===== config.mk =====
export PLATFORM = sky130hd
export DESIGN_NAME = id_ex_stage_flat
export DESIGN_NICKNAME = d
export VERILOG_FILES = /design/src/rtl/id_ex_stage_if.sv /design/src/rtl/id_ex_stage.sv /design/src/flat_wrapper.sv
export SDC_FILE = /design/constraint.sdc
export NUM_CORES = 2
export LEC_CHECK = 0
export CAP_MARGIN = 20
export CORE_MARGIN = 2
export CORE_UTILIZATION = 28
export CTS_BUF_LIST = sky130_fd_sc_hd__clkbuf_16
export CTS_CLUSTER_SIZE = 16
export DETAILED_ROUTE_END_ITERATION = 8
export GPL_TIMING_DRIVEN = 1
export PLACE_DENSITY = 0.38
export SETUP_SLACK_MARGIN = 0.1
export SLEW_MARGIN = 30
export SYNTH_ARGS = -nofsm -noshare
export SYNTH_HDL_FRONTEND = slang
export SYNTH_SLANG_ARGS = --single-unit

===== constraint.sdc =====
create_clock -name clk -period 66.2 [get_ports clk]
set_input_delay 16.55 -clock clk [delete_from_list [all_inputs] [get_ports clk]]
set_output_delay 16.55 -clock clk [all_outputs]
set_load 0.01 [all_outputs]

===== src/rtl/id_ex_stage_if.sv =====
// id_ex_stage_if -- handshake and data bundle around the decode/operand-fetch stage.
//   id_*   : instruction from fetch (valid/ready), flush for branch redirect
//   wb_*   : register-file write port driven by writeback
//   ex_*   : registered ALU operands/controls toward execute (valid/ready)
// slave  : the stage itself.  master : the surrounding pipeline (or a bench).
interface id_ex_stage_if #(
    parameter int XLEN = 32
);
    logic            id_valid;
    logic            id_ready;
    logic [31:0]     id_instr;
    logic            flush;

    logic            wb_en;
    logic [4:0]      wb_addr;
    logic [XLEN-1:0] wb_data;

    logic            ex_valid;
    logic            ex_ready;
    logic [XLEN-1:0] ex_A;
    logic [XLEN-1:0] ex_B;
    logic [3:0]      ex_alu_control;
    logic [4:0]      ex_rd;
    logic            ex_reg_write;
    logic            ex_mem_read;
    logic            ex_mem_write;
    logic            ex_branch;
    logic            ex_illegal;

    modport slave (
        input  id_valid, id_instr, flush, wb_en, wb_addr, wb_data, ex_ready,
        output id_ready, ex_valid, ex_A, ex_B, ex_alu_control, ex_rd,
               ex_reg_write, ex_mem_read, ex_mem_write, ex_branch, ex_illegal
    );

    modport master (
        output id_valid, id_instr, flush, wb_en, wb_addr, wb_data, ex_ready,
        input  id_ready, ex_valid, ex_A, ex_B, ex_alu_control, ex_rd,
               ex_reg_write, ex_mem_read, ex_mem_write, ex_branch, ex_illegal
    );
endinterface


===== src/rtl/id_ex_stage.sv =====
// id_ex_stage -- decode + operand fetch in front of the ALU.
// Decodes a MIPS-style instruction, reads rs/rt from a 32x32 register file
// (r0 hardwired to zero) and registers operands/controls for execute.
// Ports:
//   clk    : rising-edge clock
//   reset  : asynchronous active-high reset (clears outputs and register file)
//   bus    : id_ex_stage_if.slave (id_* in, ex_* out, wb_* write port, flush)
// Optional feature: define WB_BYPASS_EN to forward a same-cycle writeback into
// the operand read path; otherwise operands see the pre-write register value.
module id_ex_stage #(
    parameter int XLEN  = 32,
    parameter int NREGS = 32
) (
    input  logic          clk,
    input  logic          reset,
    id_ex_stage_if.slave  bus
);
    localparam logic [3:0] ALU_AND = 4'b0000;
    localparam logic [3:0] ALU_OR  = 4'b0001;
    localparam logic [3:0] ALU_ADD = 4'b0010;
    localparam logic [3:0] ALU_SUB = 4'b0110;
    localparam logic [3:0] ALU_SLT = 4'b0111;

    typedef struct packed {
        logic [3:0] alu;
        logic [4:0] rd;
        logic       use_imm;
        logic       sext;
        logic       reg_write;
        logic       mem_read;
        logic       mem_write;
        logic       branch;
        logic       illegal;
    } ctrl_t;

    logic [5:0]  op, funct;
    logic [4:0]  rs, rt, rd;
    logic [15:0] imm;

    assign op    = bus.id_instr[31:26];
    assign rs    = bus.id_instr[25:21];
    assign rt    = bus.id_instr[20:16];
    assign rd    = bus.id_instr[15:11];
    assign funct = bus.id_instr[5:0];
    assign imm   = bus.id_instr[15:0];

    // ---------------- register file ----------------
    logic [XLEN-1:0] rf [NREGS];
    logic            wb_hit;

    assign wb_hit = bus.wb_en && (bus.wb_addr != 5'd0);

    always_ff @(posedge clk or posedge reset) begin
        if (reset) begin
            for (int i = 0; i < NREGS; i++) rf[i] <= '0;
        end else if (wb_hit) begin
            rf[bus.wb_addr] <= bus.wb_data;
        end
    end

    logic [XLEN-1:0] rs_val, rt_val;

    always_comb begin
        rs_val = (rs == 5'd0) ? '0 : rf[rs];
        rt_val = (rt == 5'd0) ? '0 : rf[rt];
`ifdef WB_BYPASS_EN
        // wb_hit already excludes r0, so r0 still reads as zero
        if (wb_hit && bus.wb_addr == rs) rs_val = bus.wb_data;
        if (wb_hit && bus.wb_addr == rt) rt_val = bus.wb_data;
`endif
    end

    // ---------------- decode ----------------
    ctrl_t c;

    always_comb begin
        c     = '0;
        c.alu = ALU_ADD;
        case (op)
            6'b000000: begin
                c.rd        = rd;
                c.reg_write = 1'b1;
                case (funct)
                    6'b100000: c.alu = ALU_ADD;
                    6'b100010: c.alu = ALU_SUB;
                    6'b100100: c.alu = ALU_AND;
                    6'b100101: c.alu = ALU_OR;
                    6'b101010: c.alu = ALU_SLT;
                    default: begin
                        c.rd        = 5'd0;
                        c.reg_write = 1'b0;
                        c.illegal   = 1'b1;
                    end
                endcase
            end
            6'b001000: begin c.alu = ALU_ADD; c.rd = rt; c.reg_write = 1'b1; c.use_imm = 1'b1; c.sext = 1'b1; end
            6'b001010: begin c.alu = ALU_SLT; c.rd = rt; c.reg_write = 1'b1; c.use_imm = 1'b1; c.sext = 1'b1; end
            6'b001100: begin c.alu = ALU_AND; c.rd = rt; c.reg_write = 1'b1; c.use_imm = 1'b1; end
            6'b001101: begin c.alu = ALU_OR;  c.rd = rt; c.reg_write = 1'b1; c.use_imm = 1'b1; end
            6'b100011: begin
                c.alu = ALU_ADD; c.rd = rt; c.reg_write = 1'b1; c.mem_read = 1'b1;
                c.use_imm = 1'b1; c.sext = 1'b1;
            end
            6'b101011: begin c.alu = ALU_ADD; c.mem_write = 1'b1; c.use_imm = 1'b1; c.sext = 1'b1; end
            6'b000100: begin c.alu = ALU_SUB; c.branch = 1'b1; end
            default:   c.illegal = 1'b1;
        endcase
    end

    logic [XLEN-1:0] b_val;

    always_comb begin
        if (!c.use_imm)  b_val = rt_val;
        else if (c.sext) b_val = {{(XLEN-16){imm[15]}}, imm};
        else             b_val = {{(XLEN-16){1'b0}}, imm};
    end

    // ---------------- handshake / output register ----------------
    logic accept;

    assign bus.id_ready = !bus.ex_valid || bus.ex_ready;
    // flush wins: a redirect must never let the wrong-path instruction in
    assign accept = bus.id_valid && bus.id_ready && !bus.flush;

    always_ff @(posedge clk or posedge reset) begin
        if (reset) begin
            bus.ex_valid       <= 1'b0;
            bus.ex_A           <= '0;
            bus.ex_B           <= '0;
            bus.ex_alu_control <= '0;
            bus.ex_rd          <= '0;
            bus.ex_reg_write   <= 1'b0;
            bus.ex_mem_read    <= 1'b0;
            bus.ex_mem_write   <= 1'b0;
            bus.ex_branch      <= 1'b0;
            bus.ex_illegal     <= 1'b0;
        end else if (bus.flush) begin
            bus.ex_valid <= 1'b0;
        end else if (accept) begin
            bus.ex_valid       <= 1'b1;
            bus.ex_A           <= rs_val;
            bus.ex_B           <= b_val;
            bus.ex_alu_control <= c.alu;
            bus.ex_rd          <= c.rd;
            bus.ex_reg_write   <= c.reg_write;
            bus.ex_mem_read    <= c.mem_read;
            bus.ex_mem_write   <= c.mem_write;
            bus.ex_branch      <= c.branch;
            bus.ex_illegal     <= c.illegal;
        end else if (bus.ex_ready) begin
            // payload left as-is; only the valid bit drops
            bus.ex_valid <= 1'b0;
        end
    end
endmodule


===== src/flat_wrapper.sv =====
// flat-port wrapper written by rule: the top's interface ports become plain ports
module id_ex_stage_flat 
#(
    parameter int XLEN  = 32,
    parameter int NREGS = 32
)
  (clk, reset, bus_id_valid, bus_id_instr, bus_flush, bus_wb_en, bus_wb_addr, bus_wb_data, bus_ex_ready, bus_id_ready, bus_ex_valid, bus_ex_A, bus_ex_B, bus_ex_alu_control, bus_ex_rd, bus_ex_reg_write, bus_ex_mem_read, bus_ex_mem_write, bus_ex_branch, bus_ex_illegal);
  id_ex_stage_if #(.XLEN(XLEN)) bus_i ();
  input  logic clk;
  input  logic reset;
  input wire logic [$bits(bus_i.id_valid)-1:0] bus_id_valid;
  input wire logic [$bits(bus_i.id_instr)-1:0] bus_id_instr;
  input wire logic [$bits(bus_i.flush)-1:0] bus_flush;
  input wire logic [$bits(bus_i.wb_en)-1:0] bus_wb_en;
  input wire logic [$bits(bus_i.wb_addr)-1:0] bus_wb_addr;
  input wire logic [$bits(bus_i.wb_data)-1:0] bus_wb_data;
  input wire logic [$bits(bus_i.ex_ready)-1:0] bus_ex_ready;
  output wire logic [$bits(bus_i.id_ready)-1:0] bus_id_ready;
  output wire logic [$bits(bus_i.ex_valid)-1:0] bus_ex_valid;
  output wire logic [$bits(bus_i.ex_A)-1:0] bus_ex_A;
  output wire logic [$bits(bus_i.ex_B)-1:0] bus_ex_B;
  output wire logic [$bits(bus_i.ex_alu_control)-1:0] bus_ex_alu_control;
  output wire logic [$bits(bus_i.ex_rd)-1:0] bus_ex_rd;
  output wire logic [$bits(bus_i.ex_reg_write)-1:0] bus_ex_reg_write;
  output wire logic [$bits(bus_i.ex_mem_read)-1:0] bus_ex_mem_read;
  output wire logic [$bits(bus_i.ex_mem_write)-1:0] bus_ex_mem_write;
  output wire logic [$bits(bus_i.ex_branch)-1:0] bus_ex_branch;
  output wire logic [$bits(bus_i.ex_illegal)-1:0] bus_ex_illegal;
  assign bus_i.id_valid = bus_id_valid;
  assign bus_i.id_instr = bus_id_instr;
  assign bus_i.flush = bus_flush;
  assign bus_i.wb_en = bus_wb_en;
  assign bus_i.wb_addr = bus_wb_addr;
  assign bus_i.wb_data = bus_wb_data;
  assign bus_i.ex_ready = bus_ex_ready;
  assign bus_id_ready = bus_i.id_ready;
  assign bus_ex_valid = bus_i.ex_valid;
  assign bus_ex_A = bus_i.ex_A;
  assign bus_ex_B = bus_i.ex_B;
  assign bus_ex_alu_control = bus_i.ex_alu_control;
  assign bus_ex_rd = bus_i.ex_rd;
  assign bus_ex_reg_write = bus_i.ex_reg_write;
  assign bus_ex_mem_read = bus_i.ex_mem_read;
  assign bus_ex_mem_write = bus_i.ex_mem_write;
  assign bus_ex_branch = bus_i.ex_branch;
  assign bus_ex_illegal = bus_i.ex_illegal;
  id_ex_stage #(.XLEN(XLEN), .NREGS(NREGS)) u_core (.clk(clk), .reset(reset), .bus(bus_i));
endmodule

Yosys cells after proc, flatten, opt, wreduce, memory -nomap -nowiden. Cells that the tools add are included.

Register bits: 1103. Bits of input ports: 75. Output and inout bits: 80. Word-level logic and storage cells: 109.

$lt $le $gt $ge: 4. Equal/unequal tests: 12. Muxes and demuxes: 29. Bitwise logic cells: 4. Reductions and logical operators: 18.

Operator list (count): $bwmux W1024 (1); $bmux W32 S5 (2); $mux W32 (9); $demux W32 S5 (1); $eq A6 B6 Y1 const B (7); $eq A6 B4 Y1 const B (4); $ge A6 B6 Y1 const B (3); $not A5 Y6 (3); $pmux W3 S5 (1); $pmux W3 S4 (1); $logic_not A5 Y1 (2); $mux W1 (10); $pmux W5 S2 (1); $reduce_or A5 Y1 (2); $reduce_or A7 Y1 (1); $eq A6 B3 Y1 const B (1); $logic_not A6 Y1 (1); $lt A6 B1 Y1 const B (1); $reduce_or A6 Y1 (1); $mux W5 (1); $reduce_bool A5 Y1 (1); $logic_and A1 B1 Y1 (4); $pmux W1 S2 (2); $reduce_or A4 Y1 (1); other kinds (5) (6).

Longest topological paths before layout.
Depth in word-level cells: 6. Mapped depth: 10. Depth with buffers taken out: 5.

Worst setup path before layout. OpenSTA, ideal clock, no wires.

Kind: input -> output. Start: in bus_ex_ready. End: out bus_id_ready. Arrival: 16.864 ns. Required time: 49.650 ns. Path slack: 32.786 ns. Stages on the path: 2. Buffers on the path: 0. Cell sequence: nor2b_1 > inv_1.

Word-level cells in the longest chain between the ends: 1.

RTL lines: start: declaration (line flat_wrapper.sv:17) `input wire logic [$bits(bus_i.ex_ready)-1:0] bus_ex_ready;`; $logic_or A1 B1 Y1 (line id_ex_stage.sv:121) `assign bus.id_ready = !bus.ex_valid || bus.ex_ready;`; end: declaration (line flat_wrapper.sv:18) `output wire logic [$bits(bus_i.id_ready)-1:0] bus_id_ready;`.

Every way passes these cells.

Worst setup path after layout. Ends and elaborated chain as after synthesis.

==> impl_metrics.csv <==
group,metric,value,unit
logic_synthesis,synthArstFlopShare,1.000,
power_and_ir_drop,p_sw_frac,0.2822,
timing,worstMarginPinSlew,1.035,ns
power_and_ir_drop,p_int,1.461,mW
placed_design,dpl_cell_area,61540,um^2
final_layout,drive_gt1_frac,0.4599,
critical_path,criticalPathCategory,"input port to output pin",
global_route,grt_overflow,0,
logic_synthesis,syn-cell-area,57600,um^2
critical_path,cpMostUsedCell,"clkdlybuf4s50_1",
cts,htree_levels,4,
logic_synthesis,yosys-mux-area-fraction,0.4269,
critical_path,crit_buf_inv,3,
route,drcViolationCount,0,
logic_synthesis,synth_compound_area_frac,0.04034,
final_layout,finalInstanceArea,65880,um^2
critical_path,crit_slowest_cell,"clkdlybuf4s50_1",
critical_path,cp.arrival,17.94,ns
critical_path,path_cells,"clkdlybuf4s50_1, nor2b_1, inv_1, clkdlybuf4s50_1",
cts,cts.path.max_buffers,3,
timing,finalCritPeriodShare,0.5210,
logic_synthesis,synth_ff_type,"dfrtp_1",
job,maxCapViolCount,0,
route,routedWlPerCell,34.05,um
logic_synthesis,yosysSeqAreaShare,0.4788,
worst_hold_path,hold_class,"register to register",
route,ant_nets,0,
die,die_area,209400,um^2
cts,cts_buffers,139,
power_and_ir_drop,power.share.clock,0.362,
logic_synthesis,ys_seq_elements,1102,
logic_synthesis,synth_top_area_frac,0.4788,
die,die_y,457.6,um
power_and_ir_drop,irDropWorstVdd,29.43,uV
route,wl,224000,um
cts,cts_resized,0,
die,core-area,204600,um^2
critical_path,worstPathMaxFanout,5,
power_and_ir_drop,power_switching,574.1,uW
logic_synthesis,synth-simple-area-share,0.01912,
timing,min_period,34.49,ns
global_route,antenna_found_initial,16,
logic_synthesis,synthXorXnorAreaFrac,0,
die,boundaryPins,155,
logic_synthesis,synthTopCellsByArea,"dfrtp_1, mux4_2, mux2_2, mux2i_1, mux2_1",
final_layout,finalNonFillerCells,6577,
final_layout,fill_cells,19880,
timing,relSlewSlack,0.3099,
global_route,first_global_vias,37910,
critical_path,endpoint_kind,"output pin",
die,die_w,457.6,um
die,core.rowCount,166,
cts,cts_tree,"done",
logic_synthesis,synth_edf_count,0,
timing,holdWs,0.3951,ns
timing,slew_violations,0,
route,drt_iter0_markers,2196,
critical_path,start_kind,"input port",
final_layout,area_growth,14.37,%
timing,hold_viol_final,0,
logic_synthesis,syn_nets,3896,
power_and_ir_drop,combinationalPowerShare,0.198,
cts,clock_tree.root_cell,"clkbuf_16",
logic_synthesis,yosysUniqueCellTypes,52,
route,avgViaCountPerCell,5.416,
power_and_ir_drop,power_density,30.89,nW/um^2
route,vias,35620,
logic_synthesis,synth_top_family_by_area,"multiplexers",
global_route,grt_usage,0.2140,
logic_synthesis,yosys_warnings,0,
logic_synthesis,synth_fa_ha_area_frac,0,
cts,hold_buffers,0,
timing,finalSetupViolCount,0,
logic_synthesis,syn_area_per_cell,15.07,um^2
global_route,grt_pass1_wl,315900,um
die,initial_utilization,0.2815,
placed_design,dpl.cell_count,6326,
global_route,grt_max_degree,121,
status,status,"completed",
cts,clk-insertion-delay-late,0.79,ns
placed_design,hpwl,123900,um
logic_synthesis,yosysTopAreaCell,"dfrtp_1",
timing,fin_setup_tns,0,ns
timing,skew,0.02775,ns
power_and_ir_drop,p_seq_frac,0.440,
timing,rsz0062_at_grt,"false",
logic_synthesis,synthCells,3821,
route,drt_first_pass_iters,8,
critical_path,critPathMaxStageDelay,0.50,ns
cts,clock_sinks,1102,
placed_design,gp_congestion,0.7479,
cts,post_cts.repair.setup_buffers,0,
critical_path,cp.required,49.65,ns
timing,max_freq,29.00,MHz
critical_path,cpLargestDelayFamily,"buffers and inverters",
final_layout,fin_nets,3855,
power_and_ir_drop,p_leak,27.86,nW
placed_design,port_buffers,153,
cts,clk_pin_slew,0.05,ns
==> layout make-up <==
cell class / count / area [um^2] / area share
clock inverters: 99 / 594.3 / 0.009022
diodes: 3 / 7.507 / 0.0001140
inverters: 4 / 23.77 / 0.0003609
repair buffers: 250 / 2273 / 0.03451
flip-flops and latches: 1102 / 27580 / 0.4186
clock buffers: 148 / 3704 / 0.05622
multi-input cells: 2283 / 28330 / 0.4301
well taps: 2688 / 3363 / 0.05105
==> placed cells by master (no fill, tap or decap), types with 13 or more instances in the layout <==
master	count
a211oi_1	29
a21oi_1	63
a22o_1	29
a31oi_1	31
buf_2	28
buf_4	77
buf_6	19
clkbuf_16	148
clkdlybuf4s50_1	116
clkinv_1	26
clkinv_2	17
dfrtp_1	1102
inv_1	45
mux2_1	130
mux2_2	929
mux2i_1	149
mux4_2	496
nand2_1	39
nand2_4	13
nand2b_1	13
nand3_1	65
nor2_1	44
nor2_4	18
o21ai_0	27
o21ai_1	36
o21bai_1	20
o221ai_1	38
o22ai_1	34
==> final timing paths <==
path	start	cells after the start	to	slack, ns
setup / recovery	bus_ex_ready	4	bus_id_ready	31.71
hold / removal	u_core.rf[995]	0	u_core.rf[995]	0.40
setup reg to reg	u_core.bus.ex_valid	6	u_core.bus.ex_A[15]	63.28
max in group asynchronous	reset	7	u_core.rf[905]	46.15
min in group asynchronous	reset	2	u_core.rf[21]	16.25
hold reg to reg	u_core.rf[995]	0	u_core.rf[995]	0.40
==> through the flow <==
stage / setup WS [ns] / utilization / power [mW]
after global placement: 31.67 / 0.3009 / 1.305
after detailed placement: 31.72 / 0.3008 / 1.312
after CTS: 31.72 / 0.3218 / 2.063
final: 31.71 / 0.3220 / 2.035
after global routing: 31.64 / 0.3220 / 2.131
after floorplan: 18.62 / - / 1.175
==> kinds of logic after synthesis <==
group	after synthesis
compound gates	346
mux	1704
other cells	1
simple gates	232
buf+inv	436
flops	1102
==> sequential cells by signal (all words and copies together), names as in the netlist <==
signal,cells
u_core.bus.ex_illegal,1
u_core.bus.ex_A,32
u_core.bus.ex_valid,1
u_core.bus.ex_mem_write,1
u_core.bus.ex_alu_control,3
u_core.bus.ex_B,32
u_core.bus.ex_rd,5
u_core.bus.ex_branch,1
u_core.bus.ex_mem_read,1
u_core.bus.ex_reg_write,1
u_core.rf,1024
==> routing by layer <==
| metal | GRT usage | share of wire | vias to the layer above |
|---|---|---|---|
| met4 | 0.05318 | 0.023 | 2 |
| met2 | 0.3862 | 0.53 | 667 |
| li1 | - | - | 14740 |
| met1 | 0.2708 | 0.42 | 19950 |
| met3 | 0.02535 | 0.028 | 260 |
| met5 | 0 | 0.000058 | - |
==> Yosys cell counts, types with 8 or more instances <==
library cell	number
mux2_1	130
o21bai_1	21
buf_2	70
dfrtp_1	1102
mux2_2	929
nor2_1	63
mux4_2	496
a32o_1	8
buf_4	26
a211oi_1	29
nand2_1	54
clkbuf_1	252
o22ai_1	34
o21ai_0	28
o221ai_1	38
o31ai_1	11
a21oi_1	63
buf_1	60
buf_6	23
nand2b_1	14
a31oi_1	31
nand3_1	65
o21ai_1	35
mux2i_1	149
a22o_1	29
==> power groups by stage <==
stage          clock network [mW]  logic, mW  registers, mW
2_1_floorplan                   0      0.299          0.876
3_3_place_gp                    0      0.403          0.902
3_5_place_dp                    0      0.408          0.905
4_1_cts                     0.761      0.409          0.893
5_1_grt                     0.787      0.432          0.912
6_report                    0.737      0.403          0.894
No activity file was read; power rests on OpenSTA's default activity.
